==> src/rtl/adc_scan_sequencer.sv <==
`default_nettype none
// ============================================================================
// Module      : adc_scan_sequencer
// Description : Multi-channel SPI ADC scan sequencer (MCP3208-style frames).
//               Converts every channel set in a latched mask, lowest index
//               first, and returns each result tagged with its channel over a
//               valid/ready handshake. Single-scan and continuous-scan modes.
//               Optional macro ADC_TIMESTAMP_EN adds a 32-bit ts_o output
//               carrying the cycle count captured at each frame's cs_n fall.
// Revision    : 1.0 - initial release
// ============================================================================
module adc_scan_sequencer #(
  parameter int WIDTH      = 12,
  parameter int NUM_CH     = 8,
  parameter int SPI_DIV    = 4,
  parameter int FRAME_BITS = 16,
  parameter int CMD_BITS   = 4,
  localparam int CH_W      = $clog2(NUM_CH)
) (
  input  logic              clk,
  input  logic              rst_n,
  input  logic              start_i,
  input  logic              cont_i,
  input  logic [NUM_CH-1:0] ch_mask_i,
  output logic [WIDTH-1:0]  data_o,
  output logic [CH_W-1:0]   ch_o,
  output logic              valid_o,
  input  logic              ready_i,
  output logic              busy_o,
  output logic              adc_sclk_o,
  output logic              adc_cs_n_o,
  output logic              adc_mosi_o,
  input  logic              adc_miso_i
`ifdef ADC_TIMESTAMP_EN
  ,
  output logic [31:0]       ts_o
`endif
);

  localparam int DIV_W  = $clog2(SPI_DIV);
  localparam int HALF_W = $clog2(2 * FRAME_BITS);
  localparam logic [DIV_W-1:0]  DIV_LAST  = DIV_W'(SPI_DIV - 1);
  localparam logic [HALF_W-1:0] HALF_LAST = HALF_W'(2 * FRAME_BITS - 1);

  typedef enum logic [2:0] {
    S_IDLE     = 3'd0,
    S_CS_SETUP = 3'd1,
    S_SHIFT    = 3'd2,
    S_CS_HIGH  = 3'd3,
    S_OUTPUT   = 3'd4
  } state_t;

  // Lowest set channel of m at or above index 'from'; MSB flags "found".
  function automatic logic [CH_W:0] f_first(input logic [NUM_CH-1:0] m, input int from);
    logic [CH_W:0]   r;
    logic [NUM_CH-1:0] s;
    r = '0;
    for (int i = NUM_CH - 1; i >= 0; i--) begin
      s = m >> i;
      if (s[0] && (i >= from)) r = {1'b1, CH_W'(i)};
    end
    return r;
  endfunction

  // Frame bit k: command {1, channel} MSB first, zeros after the command.
  function automatic logic f_frame_bit(input logic [CH_W-1:0] ch, input int k);
    logic [CMD_BITS-1:0] cmd;
    cmd = {1'b1, {(CMD_BITS - 1){1'b0}}} | CMD_BITS'(ch);
    cmd = cmd << k;
    return (k < CMD_BITS) ? cmd[CMD_BITS-1] : 1'b0;
  endfunction

  state_t              r_state, w_state_nxt;
  logic [DIV_W-1:0]    r_div, w_div_nxt;
  logic [HALF_W-1:0]   r_half, w_half_nxt;
  logic [CH_W-1:0]     r_ch, w_ch_nxt;
  logic [NUM_CH-1:0]   r_mask, w_mask_nxt;
  logic [WIDTH-1:0]    r_shift, r_data;
  logic [CH_W-1:0]     r_ch_out;
  logic                r_valid, w_valid_nxt;
  logic                r_busy, w_busy_nxt;
  logic                r_sclk, w_sclk_nxt;
  logic                r_cs_n, w_cs_n_nxt;
  logic                r_mosi, w_mosi_nxt;
  logic                w_sample, w_load_out, w_div_end;
  logic [CH_W:0]       w_first_new, w_next_ch;

  // State register.
  always_ff @(posedge clk or negedge rst_n) begin
    if (!rst_n) r_state <= S_IDLE;
    else        r_state <= w_state_nxt;
  end

  // Next-state logic plus next values for counters, channel and SPI pins.
  always_comb begin
    w_state_nxt = r_state;
    w_div_nxt   = r_div;
    w_half_nxt  = r_half;
    w_ch_nxt    = r_ch;
    w_mask_nxt  = r_mask;
    w_valid_nxt = r_valid;
    w_busy_nxt  = r_busy;
    w_sample    = 1'b0;
    w_load_out  = 1'b0;
    w_div_end   = (r_div == DIV_LAST);
    w_first_new = f_first(ch_mask_i, 0);
    w_next_ch   = f_first(r_mask, int'(r_ch) + 1);
    case (r_state)
      S_IDLE: begin
        if (start_i && w_first_new[CH_W]) begin
          w_state_nxt = S_CS_SETUP;
          w_mask_nxt  = ch_mask_i;
          w_ch_nxt    = w_first_new[CH_W-1:0];
          w_div_nxt   = '0;
          w_busy_nxt  = 1'b1;
        end
      end
      S_CS_SETUP: begin
        if (w_div_end) begin
          // First rising SCLK edge: sample MISO bit 0.
          w_state_nxt = S_SHIFT;
          w_div_nxt   = '0;
          w_half_nxt  = '0;
          w_sample    = 1'b1;
        end else begin
          w_div_nxt = r_div + DIV_W'(1);
        end
      end
      S_SHIFT: begin
        if (w_div_end) begin
          w_div_nxt = '0;
          if (r_half == HALF_LAST) begin
            w_state_nxt = S_CS_HIGH;
          end else begin
            w_half_nxt = r_half + HALF_W'(1);
            // Leaving a low half-period means SCLK rises now.
            w_sample   = r_half[0];
          end
        end else begin
          w_div_nxt = r_div + DIV_W'(1);
        end
      end
      S_CS_HIGH: begin
        if (w_div_end) begin
          w_state_nxt = S_OUTPUT;
          w_div_nxt   = '0;
          w_load_out  = 1'b1;
          w_valid_nxt = 1'b1;
        end else begin
          w_div_nxt = r_div + DIV_W'(1);
        end
      end
      S_OUTPUT: begin
        if (ready_i) begin
          w_valid_nxt = 1'b0;
          w_div_nxt   = '0;
          if (w_next_ch[CH_W]) begin
            w_state_nxt = S_CS_SETUP;
            w_ch_nxt    = w_next_ch[CH_W-1:0];
          end else if (cont_i && w_first_new[CH_W]) begin
            // Wrap-around re-samples the live mask.
            w_state_nxt = S_CS_SETUP;
            w_mask_nxt  = ch_mask_i;
            w_ch_nxt    = w_first_new[CH_W-1:0];
          end else begin
            w_state_nxt = S_IDLE;
            w_busy_nxt  = 1'b0;
          end
        end
      end
      default: w_state_nxt = S_IDLE;
    endcase

    // SPI pins are registered from the next state so they never glitch.
    w_cs_n_nxt = !((w_state_nxt == S_CS_SETUP) || (w_state_nxt == S_SHIFT));
    w_sclk_nxt = (w_state_nxt == S_SHIFT) && !w_half_nxt[0];
    if (w_state_nxt == S_CS_SETUP)
      w_mosi_nxt = f_frame_bit(w_ch_nxt, 0);
    else if (w_state_nxt == S_SHIFT)
      w_mosi_nxt = f_frame_bit(w_ch_nxt, (int'(w_half_nxt) + 1) / 2);
    else
      w_mosi_nxt = 1'b0;
  end

  // Datapath registers: counters, mask/channel, shift register, result latch.
  always_ff @(posedge clk or negedge rst_n) begin
    if (!rst_n) begin
      r_div    <= '0;
      r_half   <= '0;
      r_ch     <= '0;
      r_mask   <= '0;
      r_shift  <= '0;
      r_data   <= '0;
      r_ch_out <= '0;
      r_valid  <= 1'b0;
      r_busy   <= 1'b0;
      r_sclk   <= 1'b0;
      r_cs_n   <= 1'b1;
      r_mosi   <= 1'b0;
    end else begin
      r_div   <= w_div_nxt;
      r_half  <= w_half_nxt;
      r_ch    <= w_ch_nxt;
      r_mask  <= w_mask_nxt;
      r_valid <= w_valid_nxt;
      r_busy  <= w_busy_nxt;
      r_sclk  <= w_sclk_nxt;
      r_cs_n  <= w_cs_n_nxt;
      r_mosi  <= w_mosi_nxt;
      if (w_sample) r_shift <= {r_shift[WIDTH-2:0], adc_miso_i};
      if (w_load_out) begin
        r_data   <= r_shift;
        r_ch_out <= r_ch;
      end
    end
  end

  assign data_o     = r_data;
  assign ch_o       = r_ch_out;
  assign valid_o    = r_valid;
  assign busy_o     = r_busy;
  assign adc_sclk_o = r_sclk;
  assign adc_cs_n_o = r_cs_n;
  assign adc_mosi_o = r_mosi;

`ifdef ADC_TIMESTAMP_EN
  logic [31:0] r_ts_cnt;
  logic [31:0] r_ts_cap;

  // Free-running cycle counter; snapshot taken when cs_n is about to fall.
  // The snapshot only changes at the next frame start, which follows the
  // acceptance of the current result, so ts_o is stable while valid_o is high.
  always_ff @(posedge clk or negedge rst_n) begin
    if (!rst_n) begin
      r_ts_cnt <= '0;
      r_ts_cap <= '0;
    end else begin
      r_ts_cnt <= r_ts_cnt + 32'd1;
      if (r_cs_n && !w_cs_n_nxt) r_ts_cap <= r_ts_cnt;
    end
  end

  assign ts_o = r_ts_cap;
`endif

endmodule
`default_nettype wire

==> config.mk <==
export PLATFORM = sky130hd
export DESIGN_NAME = adc_scan_sequencer
export DESIGN_NICKNAME = d
export VERILOG_FILES = /design/src/rtl/adc_scan_sequencer.sv
export SDC_FILE = /design/constraint.sdc
export NUM_CORES = 1
export LEC_CHECK = 0
export ABC_AREA = 0
export BUFFER_PORTS_ARGS = -buffer_cell sky130_fd_sc_hd__buf_2
export CAP_MARGIN = 20
export CORE_ASPECT_RATIO = 2
export CORE_MARGIN = 2
export CORE_UTILIZATION = 50
export DETAILED_ROUTE_END_ITERATION = 8
export GPL_TIMING_DRIVEN = 1
export PLACE_DENSITY = 0.7
export SLEW_MARGIN = 10
export SYNTH_ARGS = -nofsm -noshare
export SYNTH_HDL_FRONTEND = slang
export SYNTH_SLANG_ARGS = --single-unit
==> constraint.sdc <==
create_clock -name clk -period 3.7 [get_ports clk]
set_clock_uncertainty 0.1 [all_clocks]
set_input_delay 0.37 -clock clk [delete_from_list [all_inputs] [get_ports clk]]
set_output_delay 0.37 -clock clk [all_outputs]
set_load 0.03 [all_outputs]
==> summary.md, run 1 <==
The routed layout has 2,104 vias. The post-synthesis async set-or-reset flop share was 1.00; the count of filler cells inserted in the layout was 494. The detailed placement HPWL is 4440 um. The number of synthesized register bits is 53, and the maximum vdd ir drop is 0.535 mV.

The maximum number of pins on one net before global-route repair was 54. The count of yosys warnings during synthesis was 0; the vertical die dimension was 110 um. The die is 56.9 um wide. After detailed placement, the total cell area comes to 3020 um2. Summing all multi-input logic gate instances after layout gives 1380 um2. The routed design has 5990 um of wire. The data required time of the worst path is 3.81 ns, and the final hold slack is 0.0431 ns. The number of DRC markers after the initial detailed-route iteration is 109, and the count of instances resized after the clock tree is built is 0.

The number of post-CTS setup repair buffers came out at 0. The library cells used most frequently in the layout, excluding fill and tap cells, are sky130_fd_sc_hd__dfrtp_1, sky130_fd_sc_hd__mux2_2, sky130_fd_sc_hd__buf_2. Once detail routing completed, the nets flagged for antenna violations numbered 0. The share of final-layout standard cells stronger than drive strength 1 works out to 0.321.

The post-route clock period utilization works out to 0.836. Max-cap violations in this run came to 0. Counting cells, the worst reg-to-reg path comes to 12. The final cell area excluding filler cells came out at 3120 um2. Via count of the first global-routing pass: 2,111. In the routed layout, each cell is associated on average with a via count of 6.01.

Synthesis produced a netlist whose cell count is 255. For the worst-skew pair, the clock arrives at the later sink with an insertion delay of 0.33 ns. For the finished layout, the period the worst path requires is 3.09 ns.

During placement, the flow inserted port buffers numbering 33. Across the whole layout, storage elements account for 1330 um2. The global placer's final weighted congestion was 0.919; the area added between synthesis and finish was 11.7%. The count of final hold-check violations was 0; the maximum cell stage delay along the critical path was 0.46 ns. TritonCTS built the clock tree. After detailed placement, the design holds a cell count of 342. After the flow finishes, the layout carries non-filler instances totaling 350.

Setup repair after global routing left no endpoint under its margin. Final core area utilization: 0.576. The commonest non-fill, non-tap cell in the layout is sky130_fd_sc_hd__dfrtp_1.

The run finished with clean final reports. The synthesized area per cell is 11.0 um2. The placement row count came out at 38.

For the pin with the worst max-slew slack, the measured transition is 0.665 ns. The type of the worst setup path is reg2reg. The number of antenna violations at the first check in global routing is 0. The initial standard-cell utilization of the core was 0.515; the number of enable-type register cells in the synthesized netlist was 0. The logs give 276 for the total nets after synthesis and 0 for the count of unresolved DRC violations after routing. At the worst endpoint, the arrival time is 3.21 ns.

Of all nets on the critical path, the largest fanout is 6. In this run the static leakage power is 1.45 nW. The run gives 6240 um2 as the full die area. The logs give 0.475 for the sequential area share after synthesis and 0 ns for the final total negative setup slack. The first global-routing pass estimated 10,100 um of wire. The worst relative slew slack is 0.556. Path class of the lowest-slack min-delay path: in2async. Traced cell by cell, the critical path runs through ha_1, and4_1, inv_1, ha_1, nor2b_1, a22oi_1, o21ai_0, ha_1, xor2_1, inv_1, a221oi_1, o22ai_1.

For the max-slew violation total from the final report, the log shows 0. Startpoint type of the worst setup path: a flop. The slack of the worst reg-to-reg path is 0.61 ns.

Master of the slowest instance on the critical path: sky130_fd_sc_hd__dfrtp_1. The overall fraction of global-route tracks in use is 0.211, and the I/O pin count is 34. Clock tree synthesis selected as its root buffer the cell sky130_fd_sc_hd__clkbuf_8. Setup violations remaining at the end of the flow were counted as 0.

Hold repair after CTS inserted 0 buffers. The tools report the number of distinct standard cells referenced by the synthesized netlist as 58. The total core area came out at 5420 um2.

The cell type with the highest occurrence count on the critical path is sky130_fd_sc_hd__ha_1. The tools report the reg-to-reg critical path startpoint as r_half[0]. For this run, the detailed router's first-pass iteration total came to 5. The kind of end point of the critical path was a flop. Number of CTS-inserted buffers: 5. CTS built an H-tree with a depth of 2. Static timing analysis puts the maximum clock frequency at 323 MHz. The endpoint identified for the worst register-to-register timing path is adc_mosi_o. The number of sinks driven by the clock tree was 53; the clock-pin slew of the registers on the worst-case setup and hold paths was 0.11 ns. The area of the mapped netlist was 2790 um2.

Power spread over the standard cell area amounts to 780 nW/um2. The residual overflow from global routing is 0, and the mean routed wirelength per cell is 17.1 um. The most instantiated flip-flop cell in the synthesis netlist is sky130_fd_sc_hd__dfrtp_1. No sink is reached through more buffers than the 2 on the longest clock path.

The net count of the finished layout came out at 310. 0 antenna diodes ended up in the layout.
==> cells by family (layout without fill, tap and decap cells) <==
logic type	after synthesis	after routing	synth area share
AOI/OAI and AO/OA	73	73	0.191
xor gates and xnor gates	3	3	0.00941
adders and majority gates	7	7	0.0313
buffers and inverters	23	58	0.0322
DFF	53	53	0.475
muxes	34	34	0.137
and+or+nand+nor	62	62	0.124
==> synthesized netlist by cell type, drive strengths merged (2+ instances only) <==
cell	instances	area [um2]
nor2b	6	37.5
inv	13	48.8
a21o	2	15.0
a22o	2	17.5
a21oi	16	80.1
nand3b	2	15.0
a221oi	2	17.5
o211ai	4	30.0
o311ai	2	17.5
a31oi	2	12.5
o21ai	14	85.1
and2	2	12.5
buf	3	15.0
nor3b	2	31.3
nand3	9	50.1
or4	2	22.5
nor2	14	52.6
o22ai	2	12.5
clkbuf	7	26.3
nand2	15	58.8
dfrtp	52	1300
nand4	2	12.5
ha	7	87.6
o221ai	2	17.5
mux2	33	372
a21boi	3	22.5
a311oi	2	30.0
a41oi	2	17.5
o21a	4	30.0
xnor2	2	17.5
nand2b	3	18.8
o32ai	2	17.5
==> area by class of cell <==
cell class / instances / share of cell area
sequential: 53 / 0.425
multi-input combinational: 179 / 0.441
timing repair buffer: 37 / 0.0626
clock buffer: 5 / 0.0221
tap: 60 / 0.0241
inverter: 13 / 0.0156
clock inverter: 3 / 0.00922
==> per-layer routing <==
layer | vias to the layer above | wire (um) | track usage
met5 | - | 0 | 0
met4 | 0 | 162 | 0.108
met3 | 15 | 138 | 0.0329
met2 | 35 | 3420 | 0.389
met1 | 1046 | 2260 | 0.230
li1 | 1008 | - | -
==> registers in the layout, summed over array words and instances, names as in the netlist <==
signal / flops
busy_o: 1
adc_cs_n_o: 1
r_state: 3
ch_o: 3
r_half: 5
data_o: 12
adc_sclk_o: 1
r_div: 2
adc_mosi_o: 1
valid_o: 1
r_ch: 3
r_shift: 12
r_mask: 8
==> stage by stage <==
| stage | setup slack, ns | power [mW] |
|---|---|---|
| 3_3_place_gp | 0.793 | 2.06 |
| 6_report | 0.607 | 2.43 |
| 5_1_grt | 0.365 | 2.62 |
| 4_1_cts | 0.623 | 2.44 |
| 3_5_place_dp | 0.659 | 2.08 |
| 2_1_floorplan | 0.967 | 1.79 |
==> worst max-delay path by stage <==
stage,start,endpoint,slack [ns],cells past startpoint
5_1_grt,r_half[0],adc_mosi_o,0.37,12
3_5_place_dp,r_half[0],adc_mosi_o,0.66,12
3_3_place_gp,r_half[0],adc_mosi_o,0.79,12
4_1_cts,r_half[0],adc_mosi_o,0.62,12
2_1_floorplan,r_half[0],adc_mosi_o,0.97,12
6_report,r_half[0],adc_mosi_o,0.61,12
==> worst max-delay path: cells and delay by family, from the launching register on <==
kind / cells / cell delay, ns
adder cells (fa/ha/maj): 3 / 0.81
AND/OR/NAND/NOR: 2 / 0.40
XOR/XNOR: 1 / 0.19
AO/OA/AOI/OAI: 4 / 0.86
buffers and inverters: 2 / 0.16
flip-flops: 1 / 0.46
==> where the power goes <==
group	total [mW]	internal, mW	switching (mW)
sequential	0.965	0.773	0.191
combinational	1.11	0.480	0.630
clock	0.360	0.142	0.218
total	2.43	1.39	1.04
Power figures use the tool's default switching activity.
==> inputs of run 2 (changes only) <==
==> constraint.sdc (replaced) <==
create_clock -name clk -period 3.2 [get_ports clk]
set_clock_uncertainty 0.1 [all_clocks]
set_input_delay 0.32 -clock clk [delete_from_list [all_inputs] [get_ports clk]]
set_output_delay 0.32 -clock clk [all_outputs]
set_load 0.03 [all_outputs]
==> summary.md, run 2 (synthesis results as in run 1) <==
The count of buffers added on input and output ports is 33. For the count of filler cells inserted in the layout, the log shows 495. Clock tree synthesis selected as its root buffer the cell sky130_fd_sc_hd__clkbuf_8. The die is 56.9 um wide.

The placement row count is 38, and the number of CTS-inserted buffers is 5. The number of post-CTS setup repair buffers came out at 0. The cell count after placement came out at 343. TritonCTS built the clock tree. The detailed router finished its first iteration with 47 violations.

The clock period minus worst slack was 2.94 ns; the final antenna-violating net count was 0. The die covers 6240 um2. The number of sinks driven by the clock tree was 53. The path class of the lowest-slack min-delay path is in2reg. In the layout the commonest cells are sky130_fd_sc_hd__dfrtp_1, sky130_fd_sc_hd__mux2_2, sky130_fd_sc_hd__buf_2.

After detailed routing, the average wire length per cell comes to 17.1 um. IR analysis of the VDD net gives a maximum drop of 0.561 mV. The run gives 2 as the buffer depth of the longest clock path. After legalization and detailed placement, the total HPWL measured 4630 um. The area added between synthesis and finish was 12.8%. The maximum operating frequency came out at 340 MHz. The kind of end point of the critical path was a flop. After routing the design area is 3150 um2.

Entering global routing, the biggest net connects 32 pins. The clock reaches the later pin of the worst-skew pair after 0.31 ns. In this run the worst path has a maximum fanout of 6.

The final wirelength is 6020 um. The I/O pin count was 34. The overall fraction of global-route tracks in use was 0.213; the count of final hold-check violations was 0. The number of cells in the finished layout apart from fillers was 352; the max-slew violation total from the final report was 0. The global placer's final weighted congestion came out at 0.918. The data required time of the worst path was 3.28 ns. The pre-antenna-repair detailed-routing pass consisted of 4 iterations. The total core area is 5420 um2, and the share of final-layout standard cells stronger than drive strength 1 is 0.318. The run gives 2,114 as the total vias in the final route. The post-route clock period utilization was 0.918; the total of max-cap violations was 0. The worst setup path is of the reg2reg kind. The logs give 0.644 for the worst relative slew slack and 3.02 ns for the arrival time at the worst endpoint. The first global-routing pass estimated 10,200 um of wire. The number of antenna violations at the first check in global routing is 0, and the slew at the pin closest to its max-slew limit is 0.533 ns. The clock-pin slew of the registers on the worst-case setup and hold paths is 0.09 ns, and the final hold slack is 0.139 ns.

The final core area utilization is 0.581. Startpoint type of the worst setup path: a flop. For this run, the post-layout net count is 312. Summed over all layers, the global routing overflow is 0. The library cell used most frequently in the layout, excluding fill and tap cells, is sky130_fd_sc_hd__dfrtp_1. The via count of the first global-routing pass is 2,226, and the area of placed instances is 3030 um2.

For this design the static power due to leakage is 1.46 nW. Power spread over the standard cell area amounts to 912 nW/um2. The vertical die dimension came out at 110 um. The flow ran to the end, and the final reports show no timing, DRC or antenna violations. The H-tree was split into 2 levels. Setup repair after global routing left no endpoint under its margin. Adding up every negative setup slack in the final design gives 0 ns.

Setup violations remaining at the end of the flow were counted as 0. After detailed routing, the number of remaining DRC violations is 0. 0 antenna diodes ended up in the layout. The initial standard-cell utilization of the core came out at 0.515. The post-detailed-route via-to-cell ratio came out at 6.01.
==> run 2: layer usage <==
metal | vias up | global-route usage | part of all wire
met3 | 22 | 0.0306 | 0.024
met2 | 47 | 0.392 | 0.56
met4 | 0 | 0.126 | 0.048
met1 | 1029 | 0.226 | 0.36
met5 | - | 0 | 0
li1 | 1016 | - | -
==> run 2: final cells by class <==
cell class	instances	area (um2)	share of cell area
clock buffers	6	72.6	0.0230
clock inverters	2	38.8	0.0123
inverters	13	48.8	0.0155
multi-input cells	179	1380	0.437
flip-flops and latches	53	1330	0.421
well taps	60	75.1	0.0238
repair buffers	39	213	0.0675
==> run 2: worst paths after layout <==
kind / start / endpoint / slack [ns] / depth (start not counted)
worst max-delay path: r_half[0] / adc_mosi_o / 0.26 / 12
worst min-delay path: adc_miso_i / r_shift[0] / 0.14 / 2
worst min register to register: ch_o[0] / ch_o[0] / 0.39 / 2
worst max register to register: r_half[0] / adc_mosi_o / 0.26 / 12
max in group asynchronous: rst_n / adc_cs_n_o / 1.78 / 3
min in group asynchronous: rst_n / data_o[11] / 0.39 / 2
==> run 2: report_power, final <==
part	switching, mW	internal, mW	total [mW]	leakage (nW)
Clock	0.215	0.236	0.451	0.0558
Sequential	0.217	0.895	1.11	0.679
Combinational	0.745	0.567	1.31	0.728
==> run 2: repair_timing <==
| action | in CTS | in global routing |
|---|---|---|
| gates resized for setup | 0 | 1 |
| endpoints found under the hold margin | 22 | 0 |
| setup endpoints to repair | 0 | 1 |
| hold buffers | 1 | 0 |
==> run 2: worst max-delay path, cell delays in order, from the launching register on <==
cell and delay (ns):
sky130_fd_sc_hd__dfrtp_1 0.44, sky130_fd_sc_hd__ha_1 0.28, sky130_fd_sc_hd__and4_1 0.28, sky130_fd_sc_hd__inv_1 0.08
sky130_fd_sc_hd__ha_1 0.26, sky130_fd_sc_hd__nor2b_1 0.13, sky130_fd_sc_hd__a22oi_1 0.17, sky130_fd_sc_hd__o21ai_1 0.11
sky130_fd_sc_hd__ha_1 0.23, sky130_fd_sc_hd__xor2_1 0.17, sky130_fd_sc_hd__nor2b_1 0.16, sky130_fd_sc_hd__a221oi_1 0.27
sky130_fd_sc_hd__o22ai_1 0.13
==> run 2: per-stage QoR <==
step / total power [mW] / setup slack, ns
2_1_floorplan: 2.07 / 0.467
3_3_place_gp: 2.40 / 0.373
3_5_place_dp: 2.43 / 0.259
4_1_cts: 2.89 / 0.230
5_1_grt: 3.08 / 0.0605
6_report: 2.87 / 0.261
